`src/rtl/seq_pattern_detector_if.sv`:
```
// Serial-bit detector bus: sampled input side plus match pulse, count and fill status.
// Pure wiring; no timing or flow control of its own.
interface seq_pattern_detector_if #(
    parameter int CNT_W = 8
);
    logic             en;
    logic             A;
    logic             clr_count;
    logic             Y;
    logic [CNT_W-1:0] match_count;
    logic [3:0]       fill;

    modport master (
        output en, A, clr_count,
        input  Y, match_count, fill
    );

    modport slave (
        input  en, A, clr_count,
        output Y, match_count, fill
    );
endinterface

```
`src/rtl/seq_pattern_detector.sv`:
```
// Serial pattern detector with optional overlap and a saturating match counter.
// Y pulses on the same edge that samples the completing bit; en=0 freezes state (no backpressure).
module seq_pattern_detector #(
    parameter int                 PAT_LEN = 2,
    parameter logic [PAT_LEN-1:0] PATTERN = 2'b01,
    parameter bit                 OVERLAP = 1'b1,
    parameter int                 CNT_W   = 8
) (
    input  logic                    clk,
    input  logic                    rst,
    seq_pattern_detector_if.slave   bus
);
    localparam logic [3:0] FILL_FULL = 4'(PAT_LEN);

    logic [PAT_LEN-1:0] hist_q, hist_d;
    logic [3:0]         fill_q, fill_d;
    logic               y_q, y_d;
    logic [CNT_W-1:0]   cnt_q, cnt_d;

    logic [PAT_LEN-1:0] hist_shift;
    logic [3:0]         fill_inc;
    logic               match;

    always_comb begin
        hist_shift = {hist_q[PAT_LEN-2:0], bus.A};
        fill_inc   = (fill_q >= FILL_FULL) ? FILL_FULL : fill_q + 4'd1;
        match      = bus.en && (fill_inc == FILL_FULL) && (hist_shift == PATTERN);

        hist_d = hist_q;
        fill_d = fill_q;
        if (bus.en) begin
            hist_d = hist_shift;
            // Non-overlapping mode forgets the history by emptying fill.
            fill_d = (match && !OVERLAP) ? 4'd0 : fill_inc;
        end

        y_d = match;

        cnt_d = cnt_q;
        if (bus.clr_count) begin
            cnt_d = '0;
        end else if (match && (cnt_q != {CNT_W{1'b1}})) begin
            cnt_d = cnt_q + 1'b1;
        end
    end

    always_ff @(posedge clk or negedge rst) begin
        if (!rst) begin
            hist_q <= '0;
            fill_q <= '0;
            y_q    <= 1'b0;
            cnt_q  <= '0;
        end else begin
            hist_q <= hist_d;
            fill_q <= fill_d;
            y_q    <= y_d;
            cnt_q  <= cnt_d;
        end
    end

    assign bus.Y           = y_q;
    assign bus.match_count = cnt_q;
    assign bus.fill        = fill_q;
endmodule

```
`src/flat_wrapper.sv`:
```
// flat-port wrapper written by rule: the top's interface ports become plain ports
module seq_pattern_detector_flat 
#(
    parameter int                 PAT_LEN = 2,
    parameter logic [PAT_LEN-1:0] PATTERN = 2'b01,
    parameter bit                 OVERLAP = 1'b1,
    parameter int                 CNT_W   = 8
)
  (clk, rst, bus_en, bus_A, bus_clr_count, bus_Y, bus_match_count, bus_fill);
  seq_pattern_detector_if #(.CNT_W(CNT_W)) bus_i ();
  input  logic clk;
  input  logic rst;
  input wire logic [$bits(bus_i.en)-1:0] bus_en;
  input wire logic [$bits(bus_i.A)-1:0] bus_A;
  input wire logic [$bits(bus_i.clr_count)-1:0] bus_clr_count;
  output wire logic [$bits(bus_i.Y)-1:0] bus_Y;
  output wire logic [$bits(bus_i.match_count)-1:0] bus_match_count;
  output wire logic [$bits(bus_i.fill)-1:0] bus_fill;
  assign bus_i.en = bus_en;
  assign bus_i.A = bus_A;
  assign bus_i.clr_count = bus_clr_count;
  assign bus_Y = bus_i.Y;
  assign bus_match_count = bus_i.match_count;
  assign bus_fill = bus_i.fill;
  seq_pattern_detector #(.PAT_LEN(PAT_LEN), .PATTERN(PATTERN), .OVERLAP(OVERLAP), .CNT_W(CNT_W)) u_core (.clk(clk), .rst(rst), .bus(bus_i));
endmodule
```
`config.mk`:
```
export PLATFORM = sky130hd
export DESIGN_NAME = seq_pattern_detector_flat
export DESIGN_NICKNAME = d
export VERILOG_FILES = /design/src/rtl/seq_pattern_detector_if.sv /design/src/rtl/seq_pattern_detector.sv /design/src/flat_wrapper.sv
export SDC_FILE = /design/constraint.sdc
export NUM_CORES = 1
export LEC_CHECK = 0
export CAP_MARGIN = 5
export CORE_MARGIN = 8
export CORE_UTILIZATION = 50
export CTS_CLUSTER_DIAMETER = 60
export DETAILED_ROUTE_END_ITERATION = 16
export PLACE_DENSITY = 0.77
export RECOVER_POWER = 50
export SYNTH_ARGS = -nofsm -noshare
export SYNTH_HDL_FRONTEND = slang
export SYNTH_SLANG_ARGS = --single-unit
```
`constraint.sdc`:
```
create_clock -name clk -period 4.95 [get_ports clk]
set_input_delay 0.99 -clock clk [delete_from_list [all_inputs] [get_ports clk]]
set_output_delay 0.99 -clock clk [all_outputs]
set_load 0.01 [all_outputs]
```
==> impl_metrics.env <==
export IMPL_status="complete, no violations"
export IMPL_post_route_drc_count=0
export IMPL_endpoint="u_core.bus.match_count[4]"
export IMPL_slew_violations=0
export IMPL_syn_num_nets=80
export IMPL_final_common_cell="clkdlybuf4s50_1"
export IMPL_syn_cell_area_um2=728
export IMPL_core_area_um2=1330
export IMPL_num_rows=13
export IMPL_worst_path_max_fanout=10
export IMPL_post_cts_buffers=0
export IMPL_worst_pin_slew_ps=699
export IMPL_synth_seq_area_share_pct=48.1
export IMPL_skew_ps=2.10
export IMPL_vias=605
export IMPL_setup_violations_final=0
export IMPL_cts_hold_buf=0
export IMPL_antenna_found_initial=0
export IMPL_reg2reg_slack_ps=2630
export IMPL_instances_no_fill=105
export IMPL_yosysWarningCount=0
export IMPL_cts_resized=0
export IMPL_synth_edf_count=0
export IMPL_wl_mm=1.45
export IMPL_reg2reg_to="u_core.bus.match_count[4]"
export IMPL_hold_viol=0
export IMPL_drive_gt1_share_pct=11.1
export IMPL_avgSynthCellArea_um2=10.1
export IMPL_worstHoldPathType="flop to flop"
export IMPL_gr_total_overflow=0
export IMPL_antennaDiodeCount=0
export IMPL_startpoint="bus_en"
export IMPL_track_usage_pct=11.8
export IMPL_dr_first_iter_drc_count=18
export IMPL_min_period_ps=2640
export IMPL_clk_latency_ps=280
export IMPL_worstRegToRegCells=6
export IMPL_fmax_ghz=0.379
export IMPL_cp_required_ps=5120
export IMPL_path_class="primary input to flop"
export IMPL_clock_sinks=14
export IMPL_start_util_pct=54.6
export IMPL_wl_per_cell_um=13.8
export IMPL_die_w_um=54.2
export IMPL_portBuffers=17
export IMPL_clk_pin_slew_worst_paths_ps=80
export IMPL_layout_common_cells="clkdlybuf4s50_1, dfrtp_1, nor2_1, nand3_1"
export IMPL_arrival_ps=2810
export IMPL_gp_congestion=0.830
export IMPL_finalCritPeriodShare_pct=53.3
export IMPL_cts_tree="built"
export IMPL_ir_worst_vdd_uv=136
export IMPL_syn_inst=72
export IMPL_cts_buffers=3
export IMPL_total_power_mw=0.213
export IMPL_place_hpwl_mm=1.10
export IMPL_synth_seq_cells=14
export IMPL_final_nets=99
export IMPL_drtPass1Iterations=4
export IMPL_slew_headroom_pct=53.0
export IMPL_pin_count=18
export IMPL_worstReg2RegStart="u_core.bus.fill[0]"
export IMPL_tns_ps=0
export IMPL_fin_util_pct=70.1
export IMPL_maxCapViolations=0
export IMPL_synthArstFlopShare_pct=100
export IMPL_synth_flop_cell="dfrtp_1"
export IMPL_p_leak_nw=0.371
export IMPL_clock_path_buffers=2
export IMPL_vias_per_cell=5.76
export IMPL_synth_cell_types=26
export IMPL_cts_root_buf="clkbuf_4"
export IMPL_ant_nets=0
export IMPL_grt_max_degree=15
export IMPL_dieArea_um2=2930
export IMPL_grt_setup_unrepaired="false"
export IMPL_h_tree_depth=1
export IMPL_grt_pass1_wl_mm=2.59
export IMPL_startpoint_type="primary input"
export IMPL_power_density_nw_per_um2=228
export IMPL_syn2layout_area_growth_pct=28.4
export IMPL_grt_pass1_vias=581
export IMPL_crit_path_end_kind="flop"
export IMPL_die_height_um=54.2
export IMPL_dp_cells=101
-- registers in the layout, indices dropped and copies added, names as in the netlist --
| signal | cells |
|---|---|
| u_core.bus.fill | 4 |
| u_core.bus.Y | 1 |
| u_core.hist_q | 1 |
| u_core.bus.match_count | 8 |
-- per-layer routing --
metal / GRT usage (%) / share of wire [%] / up-vias
met2: 19.1 / 47 / 24
met1: 14.2 / 45 / 284
met5: 0 / 0 / -
met4: 4.92 / 0.55 / 0
li1: - / - / 295
met3: 3.58 / 7.6 / 2
-- stage by stage --
stage                     hold WS, ps  area, µm²  setup WS (ps)
after global routing              534        935           2160
after floorplan                   471        728           2530
after detailed placement          490        898           2070
after global placement            492        898           2110
final                             509        935           2310
after CTS                         511        935           2370
-- cell usage after synthesis, drive strengths merged, types with 2 or more instances --
library cell,n,area [µm²]
ha,3,37.5
o21ai,3,15.0
dfrtp,14,350
nand2b,2,12.5
clkbuf,2,7.51
a2111oi,2,17.5
nand3,5,25.0
nor2b,4,25.0
o31ai,2,15.0
mux2i,2,20.0
nor2,7,26.3
or3,2,15.0
nand2,3,11.3
nor4,2,12.5
mux2,3,33.8
inv,4,15.0
a21oi,3,15.0
-- power by group --
group | switching, mW | internal (mW) | leakage [nW]
logic | 0.00766 | 0.00720 | 0.163
clock network | 0.0363 | 0.0447 | 0.0210
registers | 0.00120 | 0.116 | 0.187
total | 0.0451 | 0.168 | 0.371
-- how the worst min path moves through the flow --
stage / slack (ps) / cells after the start / end / from
after CTS: 510 / 1 / u_core.hist_q[0] / u_core.hist_q[0]
after global placement: 490 / 1 / u_core.hist_q[0] / u_core.hist_q[0]
after global routing: 530 / 1 / u_core.hist_q[0] / u_core.hist_q[0]
after detailed placement: 490 / 1 / u_core.hist_q[0] / u_core.hist_q[0]
after floorplan: 470 / 1 / u_core.hist_q[0] / u_core.hist_q[0]
final: 510 / 1 / u_core.hist_q[0] / u_core.hist_q[0]
-- final cells by class --
type / instances / area, µm²
Clock buffer: 4 / 36.3
Fill cell: 106 / 399
Inverter: 4 / 15.0
Multi-Input combinational cell: 51 / 344
Sequential cell: 14 / 350
Tap cell: 15 / 18.8
Timing Repair Buffer: 17 / 170
-- cells by family (layout without fill, tap and decap cells) --
logic type | after synthesis | after routing | share of synthesized area (%)
AOI/OAI and AO/OA | 13 | 13 | 11.5
and+or+nand+nor | 30 | 30 | 23.2
DFF | 14 | 14 | 48.1
muxes | 5 | 5 | 7.39
buffers and inverters | 7 | 25 | 4.64
adders and majority gates | 3 | 3 | 5.16
-- critical path: stages --
cell,delay (ps)
dlygate4sd3_1,690
nand3b_1,150
a21o_1,270
nor4b_1,340
mux2_2,370
(Power assumes the default switching activity.)
